`config.mk`:
```
export PLATFORM = sky130hd
export DESIGN_NAME = if_fetch_stage
export DESIGN_NICKNAME = d
export VERILOG_FILES = /design/src/rtl/if_fetch_stage_pkg.sv /design/src/rtl/if_fetch_stage_buffer.sv /design/src/rtl/if_fetch_stage.sv
export SDC_FILE = /design/constraint.sdc
export NUM_CORES = 1
export LEC_CHECK = 0
export CAP_MARGIN = 0
export CORE_UTILIZATION = 56
export DETAILED_ROUTE_END_ITERATION = 7
export PLACE_DENSITY_LB_ADDON = 0.12
export SLEW_MARGIN = 20
export SYNTH_ARGS = -nofsm -noshare
export SYNTH_HDL_FRONTEND = slang
export SYNTH_SLANG_ARGS = --single-unit
```
`constraint.sdc`:
```
create_clock -name clk -period 18.6 [get_ports clk]
set_input_delay 4.65 -clock clk [delete_from_list [all_inputs] [get_ports clk]]
set_output_delay 4.65 -clock clk [all_outputs]
set_load 0.02 [all_outputs]
```
`src/rtl/if_fetch_stage_pkg.sv`:
```
// Shared definitions for the IF stage: FSM states, bubble word, JAL opcode
// and the J-type immediate decoder.
package if_fetch_stage_pkg;

    typedef enum logic [1:0] {
        ST_BOOT  = 2'd0,
        ST_REQ   = 2'd1,
        ST_WAIT  = 2'd2,
        ST_DRAIN = 2'd3
    } if_state_t;

    localparam logic [31:0] BUBBLE_INST_DEFAULT = 32'h0000_0000;
    localparam logic [6:0]  OPCODE_JAL          = 7'b1101111;

    function automatic logic [31:0] j_imm(input logic [31:0] inst);
        return {{12{inst[31]}}, inst[19:12], inst[20], inst[30:21], 1'b0};
    endfunction

endpackage

```
`src/rtl/if_fetch_stage_buffer.sv`:
```
// One-entry instruction/PC holding register used while ID is stalled.
// Priority: clear over load over drain.
module if_fetch_buffer
    import if_fetch_stage_pkg::*;
(
    input  logic        clk,
    input  logic        reset,
    input  logic        clear,
    input  logic        load,
    input  logic        drain,
    input  logic [31:0] load_inst,
    input  logic [31:0] load_pc,
    output logic        full,
    output logic [31:0] inst,
    output logic [31:0] pc
);

    always_ff @(posedge clk or posedge reset) begin
        if (reset) begin
            full <= 1'b0;
            inst <= '0;
            pc   <= '0;
        end else if (clear) begin
            full <= 1'b0;
        end else if (load) begin
            full <= 1'b1;
            inst <= load_inst;
            pc   <= load_pc;
        end else if (drain) begin
            full <= 1'b0;
        end
    end

endmodule

```
`src/rtl/if_fetch_stage.sv`:
```
// RV32I instruction-fetch stage: PC, single-outstanding imem handshake,
// response buffer and IF/ID register. Optional JAL prediction: IF_JAL_PREDICT_EN.
module if_fetch_stage
    import if_fetch_stage_pkg::*;
#(
    parameter logic [31:0] RESET_PC    = 32'h0000_0000,
    parameter logic [31:0] BUBBLE_INST = BUBBLE_INST_DEFAULT
) (
    input  logic        clk,
    input  logic        reset,
    output logic        imem_req,
    output logic [31:0] imem_addr,
    input  logic        imem_ready,
    input  logic        imem_rvalid,
    input  logic [31:0] imem_rdata,
    input  logic        stall,
    input  logic        redirect,
    input  logic [31:0] redirect_pc,
    output logic        id_valid,
    output logic [31:0] id_inst,
    output logic [31:0] id_pc,
    output logic [31:0] id_pc4
);

    if_state_t   state_q, state_d;
    logic [31:0] pc_q, pc_d;
    logic [31:0] req_addr_q;
    logic [31:0] redir_pc;
    logic        handshake;
    logic        resp;

    logic        buf_full, buf_load, buf_drain;
    logic [31:0] buf_inst, buf_pc;

    logic        id_valid_d;
    logic [31:0] id_inst_d, id_pc_d, id_pc4_d;

    assign redir_pc  = redirect_pc & ~32'h3;
    assign imem_addr = pc_q;
    assign handshake = (state_q == ST_REQ) && imem_ready;
    // A full buffer in WAIT means the response already arrived; rvalid is then spurious.
    assign resp      = (state_q == ST_WAIT) && imem_rvalid && !buf_full;

    if_fetch_buffer u_buf (
        .clk       (clk),
        .reset     (reset),
        .clear     (redirect),
        .load      (buf_load),
        .drain     (buf_drain),
        .load_inst (imem_rdata),
        .load_pc   (req_addr_q),
        .full      (buf_full),
        .inst      (buf_inst),
        .pc        (buf_pc)
    );

    always_comb begin
        state_d   = state_q;
        pc_d      = pc_q;
        imem_req  = 1'b0;
        buf_load  = !redirect && stall && resp;
        buf_drain = !redirect && !stall && buf_full;

        case (state_q)
            ST_BOOT:  state_d = ST_REQ;
            ST_REQ: begin
                imem_req = 1'b1;
                if (imem_ready)
                    state_d = redirect ? ST_DRAIN : ST_WAIT;
            end
            ST_WAIT: begin
                if (redirect)
                    state_d = (imem_rvalid || buf_full) ? ST_REQ : ST_DRAIN;
                else if (buf_full || resp)
                    state_d = stall ? ST_WAIT : ST_REQ;
            end
            ST_DRAIN: begin
                if (imem_rvalid)
                    state_d = ST_REQ;
            end
            default:  state_d = ST_BOOT;
        endcase

        if (redirect)
            pc_d = redir_pc;
        else if (handshake)
            pc_d = pc_q + 32'd4;
`ifdef IF_JAL_PREDICT_EN
        else if (resp && imem_rdata[6:0] == OPCODE_JAL)
            pc_d = (req_addr_q + j_imm(imem_rdata)) & ~32'h3;
`endif
    end

    always_comb begin
        id_valid_d = id_valid;
        id_inst_d  = id_inst;
        id_pc_d    = id_pc;
        id_pc4_d   = id_pc4;
        if (redirect || (!stall && !buf_full && !resp)) begin
            id_valid_d = 1'b0;
            id_inst_d  = BUBBLE_INST;
        end else if (!stall && buf_full) begin
            id_valid_d = 1'b1;
            id_inst_d  = buf_inst;
            id_pc_d    = buf_pc;
            id_pc4_d   = buf_pc + 32'd4;
        end else if (!stall) begin
            id_valid_d = 1'b1;
            id_inst_d  = imem_rdata;
            id_pc_d    = req_addr_q;
            id_pc4_d   = req_addr_q + 32'd4;
        end
    end

    always_ff @(posedge clk or posedge reset) begin
        if (reset) begin
            state_q    <= ST_BOOT;
            pc_q       <= RESET_PC & ~32'h3;
            req_addr_q <= '0;
            id_valid   <= 1'b0;
            id_inst    <= BUBBLE_INST;
            id_pc      <= '0;
            id_pc4     <= '0;
        end else begin
            state_q  <= state_d;
            pc_q     <= pc_d;
            id_valid <= id_valid_d;
            id_inst  <= id_inst_d;
            id_pc    <= id_pc_d;
            id_pc4   <= id_pc4_d;
            if (handshake)
                req_addr_q <= pc_q;
        end
    end

endmodule

```
* Yosys cells after proc, flatten, opt, wreduce, memory -nomap -nowiden
Cells that the tools add are included.
** Word-level totals
- Register bits after elaboration :: 228
- Word-level logic and storage cells :: 70
- Output and inout bits :: 130
** Cells by class
- Equality and inequality tests :: 8
- Reduce and logical (&&, ||, !) cells :: 23
- Bitwise gates (word level) :: 2
- Muxes and demuxes :: 24
- $add $sub $neg :: 3
** Operators by type and width (count)
- 32-bit two-way mux :: 9
- 32-bit by 3-bit adder with 32-bit output, second input constant :: 3
- 2-bit two-way mux :: 6
- 1-bit logical AND :: 10
- 1-bit two-way mux :: 8
- 2-bit case mux with 4 select lines :: 1
- 2-bit == test, second input constant :: 2
- 1-bit logical NOT :: 4
- 2-bit != test, second input constant :: 2
- 2-bit AND reduction :: 2
- 1-bit logical OR :: 3
- 3-bit by 1-bit != test with 1-bit output, second input constant :: 1
- 3-bit by 2-bit != test with 1-bit output, second input constant :: 1
- 3-bit AND reduction :: 1
- 3-bit nonzero test :: 1
- 2-bit by 1-bit == test with 1-bit output, second input constant :: 1
- 2-bit logical NOT :: 1
- 2-bit by 1-bit != test with 1-bit output, second input constant :: 1
- 1-bit inverter :: 2
- 2-bit nonzero test :: 1

* Logic depth before layout (Yosys ltp)
- Word-level depth :: 8
- Gate-level depth with buffers :: 15

* Cells and area by module
A second synthesis with hierarchy kept.
** Unflattened totals
- Cell total of the unflattened synthesis :: 964
- Area, all modules :: 10631.4 um2
** By module, submodules not included
- if_fetch_stage :: cells an instance 823, instances 1, seq. area each 3928.8 um2, area an instance 7886.3 um2
- if_fetch_buffer :: cells an instance 141, instances 1, seq. area each 1626.6 um2, area an instance 2745.1 um2

* Worst setup path before layout
Ideal clock, no wire load.
- Path kind :: input-to-reg
- From :: input port stall
- To :: register id_pc4[28]
- Arrival :: 6980 ps
- Path slack :: 11489 ps
- Cell stages on the path :: 14
- Path through :: nand2b_4 > buf_6 > buf_6 > buf_2 > buf_2 > nand2_1 > nand2_1 > ha_1 > nand2_1 > mux2i_4 > o2111ai_2 > nor4_1 > xor2_1 > o21ai_1
** On the way
- Longest elaborated chain between the ends :: 6
** Ends and longest elaborated chain
- start: declaration :: line if_fetch_stage.sv:16 : input logic stall,
- 1-bit logical NOT
- 1-bit logical AND (2 in series) :: line if_fetch_stage.sv:99 : if (redirect || (!stall && !buf_full && !resp)) begin
- 1-bit logical OR :: line if_fetch_stage.sv:99
- 1-bit inverter (no line)
- 2-bit AND reduction (no line)
- end signal: assignment :: line if_fetch_stage.sv:130 : id_pc4 <= id_pc4_d;
- end: declaration :: line if_fetch_stage.sv:22 : output logic [31:0] id_pc4
Parallel ways exist; a longest one is shown, timed or not.
A chain may end at the register's enable or synchronous reset.

* Worst setup path in the final report
- From :: input port stall
- To :: register id_pc4[26]
The elaborated chain is that of the path after synthesis.

==> flow_summary.toml <==
[outcome]
status = "finished clean"

[pwr]
ir_drop_mv = 0.0980
leakage_nw = 5.83
power-per-cell-area_nw_per_um2 = 129
design_power_total_mw = 1.67

[drt]
wl_per_cell_microns = 16.0
drt-pass1-iter-count = 6
first_iter_violations = 444
post_drt_via_cell_ratio = 5.46
wl_microns = 23100
vias = 7899
ant_nets = 0
drc = 0

[grt]
grt_overflow = 0
grt_pass1_vias = 7255
grt_util_all_layers = 0.249
antenna_found_initial = 0
grt_pass1_wl_microns = 37300
grt_max_degree = 103

[place]
placed_area_sq_um = 12300
hpwl_microns = 15500
port_buffers = 191
gp_congestion = 0.817

[layout]
nets = 1281
antenna_cells = 0
final.fill_count = 1359
syn_to_final_growth_pct = 25.9
final_area_sq_um = 13000
fin_util = 0.721
drive_gt1_frac = 0.108

[floorplanning]
row_count = 49
start_util = 0.573
die-area_sq_um = 19000
die_y_microns = 138
core_sq_um = 18000
pin_count = 200
fp.dieW_microns = 138

[setup_path]
crit_buf_inv = 2
worstPathRequired_ns = 18.95
rr_worst_depth = 10
cp-start-kind = "primary input"
cp_cell_sequence = "clkdlybuf4s50_1 -> buf_4 -> nand2b_4 -> mux2_4 -> ha_1 -> nand2_1 -> mux2i_4 -> o2111ai_2 -> nor4_1 -> xor2_1 -> o21ai_1"
cp.arrival_ns = 8.17
worstSetupPathType = "primary input to register"
reg2reg_slack_ns = 15.05
worstSetupEndpointType = "register"
critPathSlowestCell = "nand2b_4"
cpPeakStageDelay_ns = 0.62
cp_top_family = "simple AND/OR/NAND/NOR gates"
crit_cells = 11
worstPathMaxFanout = 37

[clock_network]
cts_sinks = 218
worstSkewPairLatency_ns = 0.50
cts.clk_slew.worst_paths_ns = 0.06
hold_buffers = 0
cts_root_buf = "clkbuf_16"
htree_levels = 1
cts_buffers = 23
post-cts-setup-buffers = 0
cts_tree = "yes"
clock_path_buffers = 3
cts_resized = 0

[yosys]
synth_cell_types = 53
synth_seq_cells = 218
synth_top_area_share = 0.528
yosysTopAreaCell = "dfrtp_1"
yosys_most_used_dff = "dfrtp_1"
yosysSeqAreaShare = 0.528
avgSynthCellArea_sq_um = 9.93
synthCells = 1039
synth-edff-count = 0
synthArstFlopShare = 1.00
syn_area_sq_um = 10300
synthTopCellsByArea = "dfrtp_1, nand2_1, mux2_2"
yosysWarnings = 0

[sta]
setup-tns-final_ns = 0
hold_violations = 0
drv_slew = 0
max_freq_mhz = 128
whs_ns = 0.473
worst_slew_pin_slew_ns = 1.05
grt_setup_unrepaired = "no"
setup_viol = 0
relSlewSlack = 0.298
finClkSkew_ns = 0.00693
fin_crit_sh = 0.421
period_needed_ns = 7.82

[worst_hold_path]
hp-class = "register to register"
min_delay_path_depth = 2

[run]
maxCapViolations = 0
cell type report:
cell class,instances,area [sq um],share of cell area
Timing Repair Buffer,201,1980,0.152
Inverter,5,26.3,0.00202
Tap cell,229,287,0.0220
Clock buffer,36,654,0.0504
Clock inverter,2,10.0,0.000770
Sequential cell,218,5460,0.420
Multi-Input combinational cell,757,4580,0.352
logic make-up (layout without fill, tap and decap cells):
group / count (synthesis) / after routing / synth area share
muxes: 107 / 107 / 0.119
buffers and inverters: 69 / 244 / 0.0318
and+or+nand+nor: 421 / 421 / 0.176
AOI/OAI and AO/OA: 166 / 166 / 0.0947
DFF: 218 / 218 / 0.528
adders and majority gates: 5 / 5 / 0.00606
xor gates and xnor gates: 52 / 52 / 0.0441
other: 1 / 6 / 0.000363
flip-flops by register name, indices dropped and copies added, names as in the netlist:
| signal | count |
|---|---|
| id_inst | 32 |
| u_buf.inst | 32 |
| id_pc4 | 30 |
| id_pc | 30 |
| imem_addr | 30 |
| req_addr_q | 30 |
| u_buf.pc | 30 |
| state_q | 2 |
| id_valid | 1 |
| u_buf.full | 1 |
worst register-to-register path, delay by kind of cell, from the launching register on:
kind | cells | cell delay, ns
adder cells (fa/ha/maj) | 1 | 0.23
XOR/XNOR | 1 | 0.25
flip-flops | 1 | 0.35
buffers and inverters | 1 | 0.44
multiplexers | 2 | 0.64
AND/OR/NAND/NOR | 3 | 1.08
AO/OA/AOI/OAI | 2 | 0.42
power by group:
part           internal [mW]  total, mW  switching [mW]
Combinational          0.244      0.517           0.273
Clock                  0.239      0.416           0.177
Sequential             0.617      0.738           0.121
Total                   1.10       1.67           0.571
layer usage:
metal | GRT usage | up-vias | wire length, microns
li1 | - | 3854 | -
met1 | 0.386 | 3785 | 11400
met2 | 0.367 | 230 | 10000
met3 | 0.0368 | 30 | 1330
met4 | 0.0562 | 0 | 350
met5 | 0 | - | 0
placed cells by master (no fill, tap or decap), types with 4 or more instances in the layout:
cell and n:
a21o_1 4, a21oi_1 5, a22oi_1 4, a31oi_1 5, and3_1 24, and4_1 5, buf_4 10, clkbuf_1 10
clkbuf_16 23, clkdlybuf4s50_1 190, conb_1 6, dfrtp_1 217, ha_1 5, inv_1 4, mux2_2 69, mux2i_1 29
mux2i_2 4, mux2i_4 4, nand2_1 288, nand3_1 20, nand4_1 8, nor2_1 47, nor3_1 7, nor4_1 5
o21ai_0 120, o21ai_1 6, o31ai_1 5, xnor2_1 21, xor2_1 31
per-stage QoR:
| step | cells | setup slack (ns) |
|---|---|---|
| after CTS | 1448 | 10.77 |
| final | 1448 | 10.78 |
| after floorplan | 1044 | 7.99 |
| after global placement | 1410 | 10.36 |
| after detailed placement | 1410 | 10.28 |
| after global routing | 1448 | 10.55 |
cells in the mapped netlist (2+ instances only):
cell	n
nand2_1	288
mux2i_1	29
buf_2	10
and2_1	3
clkbuf_1	38
xnor2_1	21
o41ai_1	3
o2111ai_2	2
o31ai_1	5
buf_6	3
nand3_1	20
dfrtp_1	218
and3_1	24
nor3_1	7
mux2_2	69
nor2_1	49
mux2i_4	4
nor4_1	5
nand2b_1	2
nor2b_1	2
o21ai_1	6
inv_1	5
buf_4	9
a31oi_1	5
mux2i_2	4
a22oi_1	4
nand4_1	8
o2111ai_1	3
xor2_1	31
a21oi_1	5
o22ai_1	2
and4_1	5
a21o_1	4
o21ai_0	120
ha_1	5
buf_1	4
final timing paths:
kind	startpoint	to
max	stall	id_pc4[26]
min	id_inst[27]	id_inst[27]
max reg2reg	u_buf.full	id_pc4[26]
min reg2reg	id_inst[27]	id_inst[27]
max in group asynchronous	reset	u_buf.pc[8]
min in group asynchronous	reset	id_inst[8]
Note: power is estimated with default switching activity, not from simulation.
